File: src/rtl/uart_rx_cfg.sv
// UART receiver: 2-flop synchronized line, 16x-oversampled framing FSM, show-ahead receive FIFO.
// A good word lands in the FIFO one clock after its last stop sample; when the FIFO is full it is dropped and overrun is flagged.
module uart_rx_cfg #(
  parameter int DATA_BITS   = 8,
  parameter int PARITY_MODE = 0,
  parameter int STOP_BITS   = 1,
  parameter int FIFO_DEPTH  = 16
) (
  input  logic                          clk210_p,
  input  logic                          reset_n_p,
  input  logic                          rx_p,
  input  logic                          baud_16_x_p,
  input  logic                          fifo_rx_rd_en_p,
  output logic [DATA_BITS-1:0]          fifo_rx_dout_p,
  output logic                          fifo_rx_empty_p,
  output logic                          fifo_rx_full_p,
  output logic [$clog2(FIFO_DEPTH):0]   fifo_rx_data_count_p,
  input  logic                          err_clear_p,
  output logic                          frame_err_p,
  output logic                          parity_err_p,
  output logic                          overrun_p
);

  localparam int          AW        = $clog2(FIFO_DEPTH);
  localparam int          CW        = AW + 1;
  localparam logic [3:0]  LAST_BIT  = 4'(DATA_BITS - 1);
  localparam logic        LAST_STOP = (STOP_BITS == 2);
  localparam logic        ODD_PAR   = (PARITY_MODE == 2);

  typedef enum logic [2:0] {IDLE, START, DATA, PARITY, STOP, BREAK_WAIT} state_t;

  logic                 r_rx_meta, r_rx_sync;
  state_t               r_state;
  logic [3:0]           r_tick;
  logic [3:0]           r_bit;
  logic                 r_stop;
  logic [DATA_BITS-1:0] r_shift;
  logic                 r_par;
  logic                 r_bad;
  logic                 r_wr_vld;

  logic [DATA_BITS-1:0] r_mem [FIFO_DEPTH];
  logic [AW-1:0]        r_wr_ptr, r_rd_ptr;
  logic [CW-1:0]        r_count;

  logic w_tick_end, w_empty, w_full, w_rd, w_wr;

  assign w_tick_end = (r_tick == 4'd15);

  always_ff @(posedge clk210_p or negedge reset_n_p) begin
    if (!reset_n_p) begin
      r_rx_meta <= 1'b1;
      r_rx_sync <= 1'b1;
    end else begin
      r_rx_meta <= rx_p;
      r_rx_sync <= r_rx_meta;
    end
  end

  always_ff @(posedge clk210_p or negedge reset_n_p) begin
    if (!reset_n_p) begin
      r_state      <= IDLE;
      r_tick       <= '0;
      r_bit        <= '0;
      r_stop       <= 1'b0;
      r_shift      <= '0;
      r_par        <= 1'b0;
      r_bad        <= 1'b0;
      r_wr_vld     <= 1'b0;
      frame_err_p  <= 1'b0;
      parity_err_p <= 1'b0;
    end else begin
      r_wr_vld <= 1'b0;
      // Clear first so a same-cycle set below takes priority.
      if (err_clear_p) begin
        frame_err_p  <= 1'b0;
        parity_err_p <= 1'b0;
      end
      if (baud_16_x_p) begin
        case (r_state)
          IDLE: begin
            if (!r_rx_sync) begin
              r_state <= START;
              r_tick  <= '0;
            end
          end
          START: begin
            if (r_tick == 4'd7) begin
              if (r_rx_sync) begin
                r_state <= IDLE;
              end else begin
                r_state <= DATA;
                r_tick  <= '0;
                r_bit   <= '0;
                r_par   <= 1'b0;
                r_bad   <= 1'b0;
              end
            end else begin
              r_tick <= r_tick + 4'd1;
            end
          end
          DATA: begin
            if (w_tick_end) begin
              r_tick  <= '0;
              r_shift <= {r_rx_sync, r_shift[DATA_BITS-1:1]};
              r_par   <= r_par ^ r_rx_sync;
              if (r_bit == LAST_BIT) begin
                r_state <= (PARITY_MODE != 0) ? PARITY : STOP;
                r_stop  <= 1'b0;
              end else begin
                r_bit <= r_bit + 4'd1;
              end
            end else begin
              r_tick <= r_tick + 4'd1;
            end
          end
          PARITY: begin
            if (w_tick_end) begin
              r_tick  <= '0;
              r_state <= STOP;
              if (r_rx_sync != (r_par ^ ODD_PAR)) begin
                r_bad        <= 1'b1;
                parity_err_p <= 1'b1;
              end
            end else begin
              r_tick <= r_tick + 4'd1;
            end
          end
          STOP: begin
            if (w_tick_end) begin
              r_tick <= '0;
              if (!r_rx_sync) begin
                frame_err_p <= 1'b1;
                r_state     <= BREAK_WAIT;
              end else if (r_stop == LAST_STOP) begin
                r_state  <= IDLE;
                r_wr_vld <= !r_bad;
              end else begin
                r_stop <= 1'b1;
              end
            end else begin
              r_tick <= r_tick + 4'd1;
            end
          end
          BREAK_WAIT: begin
            if (r_rx_sync) r_state <= IDLE;
          end
          default: r_state <= IDLE;
        endcase
      end
    end
  end

  assign w_empty = (r_count == '0);
  assign w_full  = (r_count == CW'(FIFO_DEPTH));
  assign w_rd    = fifo_rx_rd_en_p && !w_empty;
  // A pop in the same cycle frees the slot, so a write to a full FIFO still succeeds.
  assign w_wr    = r_wr_vld && (!w_full || w_rd);

  always_ff @(posedge clk210_p or negedge reset_n_p) begin
    if (!reset_n_p) begin
      r_wr_ptr  <= '0;
      r_rd_ptr  <= '0;
      r_count   <= '0;
      overrun_p <= 1'b0;
    end else begin
      if (w_wr) r_wr_ptr <= r_wr_ptr + AW'(1);
      if (w_rd) r_rd_ptr <= r_rd_ptr + AW'(1);
      case ({w_wr, w_rd})
        2'b10:   r_count <= r_count + CW'(1);
        2'b01:   r_count <= r_count - CW'(1);
        default: r_count <= r_count;
      endcase
      if (err_clear_p) overrun_p <= 1'b0;
      if (r_wr_vld && !w_wr) overrun_p <= 1'b1;
    end
  end

  always_ff @(posedge clk210_p) begin
    if (w_wr) r_mem[r_wr_ptr] <= r_shift;
  end

  assign fifo_rx_dout_p       = w_empty ? '0 : r_mem[r_rd_ptr];
  assign fifo_rx_empty_p      = w_empty;
  assign fifo_rx_full_p       = w_full;
  assign fifo_rx_data_count_p = r_count;

endmodule

File: config.mk
export PLATFORM = sky130hd
export DESIGN_NAME = uart_rx_cfg
export DESIGN_NICKNAME = d
export VERILOG_FILES = /design/src/rtl/uart_rx_cfg.sv
export SDC_FILE = /design/constraint.sdc
export NUM_CORES = 1
export LEC_CHECK = 0
export ABC_CLOCK_PERIOD_IN_PS = 5300
export CAP_MARGIN = 20
export CELL_PAD_IN_SITES_DETAIL_PLACEMENT = 1
export CELL_PAD_IN_SITES_GLOBAL_PLACEMENT = 2
export CORE_MARGIN = 2
export CORE_UTILIZATION = 43
export CTS_CLUSTER_DIAMETER = 100
export DETAILED_ROUTE_END_ITERATION = 12
export HOLD_SLACK_MARGIN = 0.1
export PLACE_DENSITY_LB_ADDON = 0.1
export SLEW_MARGIN = 20
export SYNTH_ARGS = -nofsm -noshare
export SYNTH_HDL_FRONTEND = slang
export SYNTH_SLANG_ARGS = --single-unit
File: constraint.sdc
create_clock -name clk210_p -period 5.3 [get_ports clk210_p]
set_clock_uncertainty 0.15 [all_clocks]
set_input_delay 1.06 -clock clk210_p [delete_from_list [all_inputs] [get_ports clk210_p]]
set_output_delay 1.06 -clock clk210_p [all_outputs]
set_load 0.005 [all_outputs]
==> results.cfg, run 1 <==
[worst_setup_path]
setup.worst_path.start = r_rd_ptr[0]$_DFFE_PN0P_
r2r-start = fifo_rx_data_count_p[0]$_DFFE_PN0P_
crit_type = reg -> out
critPathBufInv = 2
required_ns = 4.09
path_max_fanout = 20
crit_cells = 5
cp_top_family = buffers and inverters
reg2reg_slack_ns = 2.29
max_stage_delay_ns = 0.69
arrival_ns = 2.96
path_cells = buf_4 > mux4_2 > mux2i_1 > o22ai_1 > clkdlybuf4s50_1
crit_slowest_cell = dfrtp_2
cp-endpoint = fifo_rx_dout_p[4]
start_kind = register
r2r-end = fifo_rx_data_count_p[4]$_DFFE_PN0P_
rr_worst_depth = 10
crit_path_end_kind = output port

[clocking]
clkSinkCount = 168
postCtsSetupBuffers = 0
h-tree-depth = 4
postCtsHoldBufs = 0
cts_resized = 0
path_clk_slew_ns = 0.06
root_buffer = clkbuf_16
cts_buffers = 17
worstSkewPairLatency_ns = 0.43
clockBufferDepth = 2
cts_tree = done

[floorplanning]
start_util_pct = 43.6
placementRows = 47
fp.dieH_um = 133
chipWidth_um = 133
core_sq_mm = 0.0165
ioPinCount = 24
die-area_sq_mm = 0.0177

[route]
wl_per_cell_um = 21.2
ant_nets = 0
drc_errors = 0
drt_wl_total_um = 14800
drt_iter0_markers = 250
firstDrtPassIters = 4
via_per_inst = 5.46
via_count = 3827

[synthesis]
synth_top_area_share_pct = 53.6
synthTopCellsByArea = edfxtp_1 54%, dfrtp_1 13%, mux4_2 10%
syn_area_sq_mm = 0.00717
synth_edf_count = 128
syn-num-nets = 458
avgSynthCellArea_sq_um = 16.3
synth_seq_cells = 168
synth_area_leader_cell = edfxtp_1
ys.flop_type = edfxtp_1
yosysUniqueCellTypes = 59
ys.warnings.count = 0
synthArstFlopShare_pct = 23.8
syn_inst = 441
ys_seq_area_share_pct = 67.6

[timing]
drv_slew = 0
slew-limit-headroom_pct = 29.5
whs_ns = 0.209
timing.final.ws_setup_ns = 1.13
hold_violations = 0
period_needed_ns = 4.17
tightest_slew_ns = 1.06
fmax_mhz = 240
period_share_pct = 78.7
final.setup.tns_ns = 0
finalSetupViolCount = 0
rsz0062_at_grt = false

[cells_and_area]
n_antenna_cell = 0
final_cells = 701
syn_to_final_growth_pct = 14.6
layout_commonest_cell = edfxtp_1
final_net_count = 485
drive_above_1_share_pct = 18.1
final_cell_mix = 128 x edfxtp_1, 40 x nand2_1, 37 x dfrtp_1
stdcell_area_sq_mm = 0.00822

[grt]
gr-usage-all-layers_pct = 18.1
antenna_found_initial = 0
grt_start_max_net_pins = 41
overflow = 0
grt_pass1_wl_um = 23700
grt_pass1_vias = 4148

[power_and_ir_drop]
p_per_area_mw_per_mm2 = 483
p_leak_nw = 3.00
vdd_ir_drop_max_mv = 0.241

[placement]
port_buffers = 23
dp_hpwl_um = 9810
placed_cell_area_sq_mm = 0.00761
dp.cells = 669
pre_cts_ws_ns = 1.47
gp_congestion = 0.756

[worst_hold_path]
hold_class = reg -> reg

[run_status]
status = finished clean

[flow_run]
max_cap_violations = 0
layout make-up:
type,count,area [sq um]
tap,220,275
clock buffer,17,425
fill,1555,8240
sequential,168,4850
multi-input combinational,246,2200
inverter,10,37.5
timing repair buffer,25,240
clock inverter,15,190
cells in the mapped netlist, types with 4 or more instances:
library cell,instances
dfrtp_1,38
xor2_1,4
mux2i_1,17
clkbuf_1,6
a21oi_1,6
nor2_1,8
nor3b_1,6
edfxtp_1,128
mux4_2,32
o22ai_1,12
and2_1,18
ha_1,10
nand2_1,40
mux2_2,4
nor2b_1,6
nand3_1,9
inv_1,9
o21ai_0,13
a21o_1,6
nand2b_1,4
buf_2,9
xnor2_1,7
nand3b_1,4
sequential cells by signal (all words and copies together) (netlist names), 3 cells and up:
name / cells
fifo_rx_data_count_p: 5
r_state: 3
r_rd_ptr: 4
r_tick: 4
r_shift: 8
r_bit: 4
r_mem: 128
r_wr_ptr: 4
cells by family (layout without fill, tap and decap cells):
| kind of cell | count (synthesis) | after routing | synth area share [%] |
|---|---|---|---|
| compound gates | 55 | 55 | 5.20 |
| xor+xnor | 11 | 11 | 1.34 |
| fa+ha+maj | 11 | 11 | 2.02 |
| buf+inv | 27 | 67 | 1.67 |
| flops | 168 | 168 | 67.6 |
| mux | 54 | 54 | 13.2 |
| simple gates | 115 | 115 | 8.97 |
worst min-delay path by stage:
stage / startpoint / to / cells after the start
after floorplan: r_rx_meta$_DFF_PN1_ / r_rx_sync$_DFF_PN1_ / 0
after global placement: r_rx_meta$_DFF_PN1_ / r_rx_sync$_DFF_PN1_ / 0
after detailed placement: r_rx_meta$_DFF_PN1_ / r_rx_sync$_DFF_PN1_ / 0
after CTS: r_rx_meta$_DFF_PN1_ / r_rx_sync$_DFF_PN1_ / 0
after global routing: r_rx_meta$_DFF_PN1_ / r_rx_sync$_DFF_PN1_ / 0
final: r_rx_meta$_DFF_PN1_ / r_rx_sync$_DFF_PN1_ / 0
where the power goes:
group	internal (mW)	switching (mW)	leakage, nW
Clock	0.751	0.542	0.293
Combinational	0.572	0.444	0.977
Sequential	1.47	0.196	1.73
worst reg2reg max path: cells and delay by family (launching register included):
| kind | cells | cell delay, ns |
|---|---|---|
| fa+ha+maj | 1 | 0.42 |
| compound gates | 4 | 0.71 |
| flops | 1 | 0.48 |
| simple gates | 5 | 1.13 |
through the flow:
step	utilization, %	total power [mW]
final	49.9	3.97
after global routing	49.9	4.17
after CTS	49.9	4.02
after detailed placement	46.2	2.73
after global placement	46.2	2.71
after floorplan	-	2.37
per-layer routing:
layer  up-vias  track usage (%)  routed length (um)
li1       1766                -                   -
met5         -                0                   0
met2        58             29.2                7300
met3        23             4.15                 460
met4         0             6.50                 257
met1      1980             24.3                6830
No activity file was read; power rests on OpenSTA's default activity.
==> run 2: changes to the inputs <==
--- a/config.mk
+++ b/config.mk
@@ -5,7 +5,7 @@
 export SDC_FILE = /design/constraint.sdc
 export NUM_CORES = 1
 export LEC_CHECK = 0
-export ABC_CLOCK_PERIOD_IN_PS = 5300
+export ABC_CLOCK_PERIOD_IN_PS = 3900
 export CAP_MARGIN = 20
 export CELL_PAD_IN_SITES_DETAIL_PLACEMENT = 1
 export CELL_PAD_IN_SITES_GLOBAL_PLACEMENT = 2
==> constraint.sdc (replaced) <==
create_clock -name clk210_p -period 3.9 [get_ports clk210_p]
set_clock_uncertainty 0.15 [all_clocks]
set_input_delay 0.78 -clock clk210_p [delete_from_list [all_inputs] [get_ports clk210_p]]
set_output_delay 0.78 -clock clk210_p [all_outputs]
set_load 0.005 [all_outputs]
==> run 2 against run 1 <==
Against the previous run: hold slack worse by 0.0022 ns; via count down 0.29%; critical endpoint is now fifo_rx_dout_p[5]; non-clock buffer count up 2; largest cell class unchanged; global-route usage up 0.65 points.
==> results.cfg, run 2 (synthesized netlist as in run 1, its figures left out) <==
[timing]
fmax_mhz = 281
whs_ns = 0.206
final.setup.tns_ns = 0
drv_slew = 0
slew-limit-headroom_pct = 37.7
finalSetupViolCount = 0
rsz0062_at_grt = false
timing.final.ws_setup_ns = 0.337
period_share_pct = 91.4
hold_violations = 0
period_needed_ns = 3.56
tightest_slew_ns = 0.935

[cells_and_area]
final_net_count = 487
largest_register_ffs = 128
multiInputGateArea_sq_mm = 0.00220
seqCellArea_sq_mm = 0.00485
n_antenna_cell = 0
drive_above_1_share_pct = 17.8
post-route-util_pct = 50.0
final_cell_mix = 128 x edfxtp_1, 40 x nand2_1, 37 x dfrtp_1
nFillCells = 1602
regMostFlops = r_mem
layout_commonest_cell = edfxtp_1
syn_to_final_growth_pct = 14.8

[worst_setup_path]
r2r-end = fifo_rx_data_count_p[4]$_DFFE_PN0P_
reg2reg_slack_ns = 1.02
setup.worst_path.start = fifo_rx_data_count_p[0]$_DFFE_PN0P_
rr_worst_depth = 10
crit_path_end_kind = output port
start_kind = register
crit_type = reg -> out
required_ns = 2.97
arrival_ns = 2.63
path_max_fanout = 8
r2r-start = fifo_rx_data_count_p[0]$_DFFE_PN0P_

[grt]
antenna_found_initial = 0
overflow = 0
grt_start_max_net_pins = 41
gr-usage-all-layers_pct = 18.7
grt_pass1_vias = 4241
grt_pass1_wl_um = 24500

[clocking]
cts_tree = done
path_clk_slew_ns = 0.06
postCtsSetupBuffers = 0
h-tree-depth = 4
clkSinkCount = 168
postCtsHoldBufs = 0
root_buffer = clkbuf_16
cts_buffers = 17
clockBufferDepth = 2
cts_resized = 0
worstSkewPairLatency_ns = 0.43

[placement]
gp_congestion = 0.773
port_buffers = 23
pre_cts_ws_ns = 0.726
dp_hpwl_um = 9700

[power_and_ir_drop]
p_comb_share_pct = 27.5
p_int_mw = 3.78
swShare_pct = 29.3
p_switching_mw = 1.57
p_leak_nw = 3.03
vdd_ir_drop_max_mv = 0.346
p_seq_share_pct = 40.3
p_per_area_mw_per_mm2 = 649
totalPowerFinal_mw = 5.35
pwr-share-clk_pct = 32.2

[flow_run]
max_cap_violations = 0

[worst_hold_path]
whs_endpoint = r_rx_sync$_DFF_PN1_
holdPathStages = 0
holdCritStartpoint = r_rx_meta$_DFF_PN1_
hold_class = reg -> reg

[floorplanning]
core_sq_mm = 0.0165
start_util_pct = 43.6
die-area_sq_mm = 0.0177
fp.dieH_um = 133
placementRows = 47
ioPinCount = 24
chipWidth_um = 133

[run_status]
status = finished clean

[route]
drt_wl_total_um = 15100
drc_errors = 0
drt_iter0_markers = 274
wl_per_cell_um = 21.4
firstDrtPassIters = 6
ant_nets = 0
via_count = 3816
via_per_inst = 5.43
-- run 2: cell types whose count changed in the layout (fill, tap and decap cells not counted), sizes merged --
cell / before / now
buf: 3 / 5
inv: 15 / 13
clkinv: 4 / 5
clkbuf: 17 / 19
clkinvlp: 3 / 2
-- run 2: worst max-delay path: stages (launching register included) --
cell and delay (ns):
dfrtp_1 0.47, nor4_4 0.47, nand2b_2 0.19, nand2b_1 0.39
o22ai_1 0.20, clkdlybuf4s50_1 0.48
-- run 2: final cells by class --
cell class / instances / area share (%)
inverter: 10 / 0.456
multi-input combinational: 246 / 26.8
tap: 220 / 3.34
clock buffer: 19 / 5.26
sequential: 168 / 58.9
clock inverter: 13 / 2.07
timing repair buffer: 27 / 3.25
-- run 2: per-layer routing --
layer	routed length [um]	global-route usage [%]	up-vias
li1	-	-	1764
met1	7040	25.2	2001
met2	7480	31.2	43
met3	400	4.45	8
met4	132	4.61	0
met5	0	0	-
-- run 2: power by group through the flow --
stage,clock [mW],combinational (mW),sequential (mW)
2_1_floorplan,0,1.06,2.12
3_3_place_gp,0,1.49,2.19
3_5_place_dp,0,1.51,2.20
4_1_cts,1.75,1.51,2.16
5_1_grt,1.83,1.64,2.18
6_report,1.72,1.47,2.16
-- run 2: worst max path at each step --
stage                                           to  slack [ns]
6_report                         fifo_rx_dout_p[5]        0.34
5_1_grt                          fifo_rx_dout_p[5]        0.10
4_1_cts                          fifo_rx_dout_p[5]        0.31
3_5_place_dp   fifo_rx_data_count_p[4]$_DFFE_PN0P_        0.73
2_1_floorplan  fifo_rx_data_count_p[4]$_DFFE_PN0P_        1.30
3_3_place_gp   fifo_rx_data_count_p[4]$_DFFE_PN0P_        0.77
-- run 2: metrics by stage --
stage               cells  area (sq um)
floorplan             441          7170
global placement      671          7630
detailed placement    671          7630
CTS                   703          8240
global route          703          8240
finish                703          8240
==> run 3: changes to the inputs <==
--- a/config.mk
+++ b/config.mk
@@ -10,7 +10,7 @@
 export CELL_PAD_IN_SITES_DETAIL_PLACEMENT = 1
 export CELL_PAD_IN_SITES_GLOBAL_PLACEMENT = 2
 export CORE_MARGIN = 2
-export CORE_UTILIZATION = 43
+export CORE_UTILIZATION = 46
 export CTS_CLUSTER_DIAMETER = 100
 export DETAILED_ROUTE_END_ITERATION = 12
 export HOLD_SLACK_MARGIN = 0.1
==> run 3 against run 2 <==
Against the previous run: final cell count fell by 4.4%; final area fell by 0.26%; routed wire length fell by 2.0%; sequential share of layout area rose by 0.15 points; clock power barely moved; global-route usage rose by 0.83 points; hold slack improved by 0.0083 ns; critical path depth did not move; fmax fell by 0.48%.
==> results.cfg, run 3 (synthesized netlist as in run 1, its figures left out) <==
[power_and_ir_drop]
p_leak_nw = 3.04
p_per_area_mw_per_mm2 = 651
p_seq_share_pct = 41.6
pwr-share-clk_pct = 31.9
p_comb_share_pct = 26.5
p_int_mw = 3.84
vdd_ir_drop_max_mv = 0.367
swShare_pct = 28.3
p_switching_mw = 1.51

[worst_setup_path]
cp_top_family = simple AND/OR/NAND/NOR gates
setup.worst_path.start = fifo_rx_data_count_p[0]$_DFFE_PN0P_
crit_path_end_kind = output port
crit_cells = 5
crit_slowest_cell = clkdlybuf4s50_1
path_max_fanout = 8
reg2reg_slack_ns = 0.89
start_kind = register
max_stage_delay_ns = 0.50
cp-endpoint = fifo_rx_dout_p[4]
critPathBufInv = 1
r2r-start = fifo_rx_data_count_p[0]$_DFFE_PN0P_
path_cells = nor4_4 > nand2b_2 > nand2b_1 > o22ai_1 > clkdlybuf4s50_1
arrival_ns = 2.65
required_ns = 2.97
crit_type = reg -> out
r2r-end = fifo_rx_data_count_p[4]$_DFFE_PN0P_
rr_worst_depth = 10

[cells_and_area]
drive_above_1_share_pct = 17.6
stdcell_area_sq_mm = 0.00822
syn_to_final_growth_pct = 14.5
layout_commonest_cell = edfxtp_1
final_net_count = 488
final_cell_mix = 128 x edfxtp_1, 40 x nand2_1, 37 x dfrtp_1
post-route-util_pct = 54.0
regMostFlops = r_mem
nFillCells = 1453
n_antenna_cell = 0
largest_register_ffs = 128

[clocking]
worstSkewPairLatency_ns = 0.42
path_clk_slew_ns = 0.06
h-tree-depth = 4
cts_resized = 0
root_buffer = clkbuf_16
postCtsSetupBuffers = 0
clkSinkCount = 168
cts_buffers = 17
cts_tree = done
clockBufferDepth = 2
postCtsHoldBufs = 0

[grt]
overflow = 0
antenna_found_initial = 0
grt_pass1_wl_um = 23800
gr-usage-all-layers_pct = 19.6
grt_start_max_net_pins = 41
grt_pass1_vias = 4120

[route]
firstDrtPassIters = 4
via_count = 3855
drt_iter0_markers = 218
drt_wl_total_um = 14800
drc_errors = 0
ant_nets = 0
via_per_inst = 5.74
wl_per_cell_um = 22.0

[floorplanning]
ioPinCount = 24
chipWidth_um = 129
placementRows = 45
fp.dieH_um = 129
core_sq_mm = 0.0152
start_util_pct = 47.2
die-area_sq_mm = 0.0166

[timing]
slew-limit-headroom_pct = 36.2
period_share_pct = 91.8
hold_violations = 0
fmax_mhz = 279
rsz0062_at_grt = false
final.setup.tns_ns = 0
period_needed_ns = 3.58
tightest_slew_ns = 0.957
drv_slew = 0
finalSetupViolCount = 0

[flow_run]
max_cap_violations = 0

[run_status]
status = finished clean

[placement]
gp_congestion = 0.785
dp_hpwl_um = 9680
placed_cell_area_sq_mm = 0.00761
port_buffers = 23

[worst_hold_path]
hold_class = reg -> reg
==> run 3: cell types whose count changed in the layout (fill, tap and decap cells not counted), sizes merged <==
| cell | delta |
|---|---|
| clkinvlp | -1 |
| buf | +1 |
| clkbuf | +5 |
| clkinv | -1 |
| inv | -3 |
==> run 3: power by group through the flow <==
stage / registers, mW / clock network, mW / logic, mW
after global routing: 2.26 / 1.80 / 1.57
after global placement: 2.26 / 0 / 1.41
after detailed placement: 2.26 / 0 / 1.44
after CTS: 2.23 / 1.74 / 1.45
after floorplan: 2.12 / 0 / 1.06
final: 2.23 / 1.71 / 1.42
==> run 3: worst min path at each step <==
stage,to,startpoint,slack [ns],cells after the start
floorplan,r_rx_sync$_DFF_PN1_,r_rx_meta$_DFF_PN1_,0.20,0
global placement,r_rx_sync$_DFF_PN1_,r_rx_meta$_DFF_PN1_,0.20,0
detailed placement,r_rx_sync$_DFF_PN1_,r_rx_meta$_DFF_PN1_,0.20,0
CTS,r_rx_sync$_DFF_PN1_,r_rx_meta$_DFF_PN1_,0.22,0
global route,r_rx_sync$_DFF_PN1_,r_rx_meta$_DFF_PN1_,0.22,0
finish,r_rx_sync$_DFF_PN1_,r_rx_meta$_DFF_PN1_,0.21,0
==> run 3: per-layer routing <==
metal	vias to the layer above	track usage, %	wire, um
li1	1771	-	-
met1	2002	26.6	6650
met2	64	32.0	7430
met3	18	4.16	485
met4	0	6.01	185
met5	-	0	0
==> run 3: area by class of cell <==
class / count / area, sq um / share of cell area [%]
repair buffers: 28 / 288 / 3.50
inverters: 10 / 37.5 / 0.457
clock buffers: 24 / 482 / 5.86
multi-input cells: 246 / 2200 / 26.8
flip-flops and latches: 168 / 4850 / 59.0
clock inverters: 8 / 120 / 1.46
well taps: 188 / 235 / 2.86
==> run 3: stage by stage <==
stage	instances	setup slack, ns	total power [mW]	hold WS (ns)
2_1_floorplan	441	1.30	3.18	0.195
3_3_place_gp	640	0.691	3.67	0.204
3_5_place_dp	640	0.614	3.70	0.201
4_1_cts	672	0.259	5.42	0.215
5_1_grt	672	0.142	5.63	0.221
6_report	672	0.320	5.35	0.215
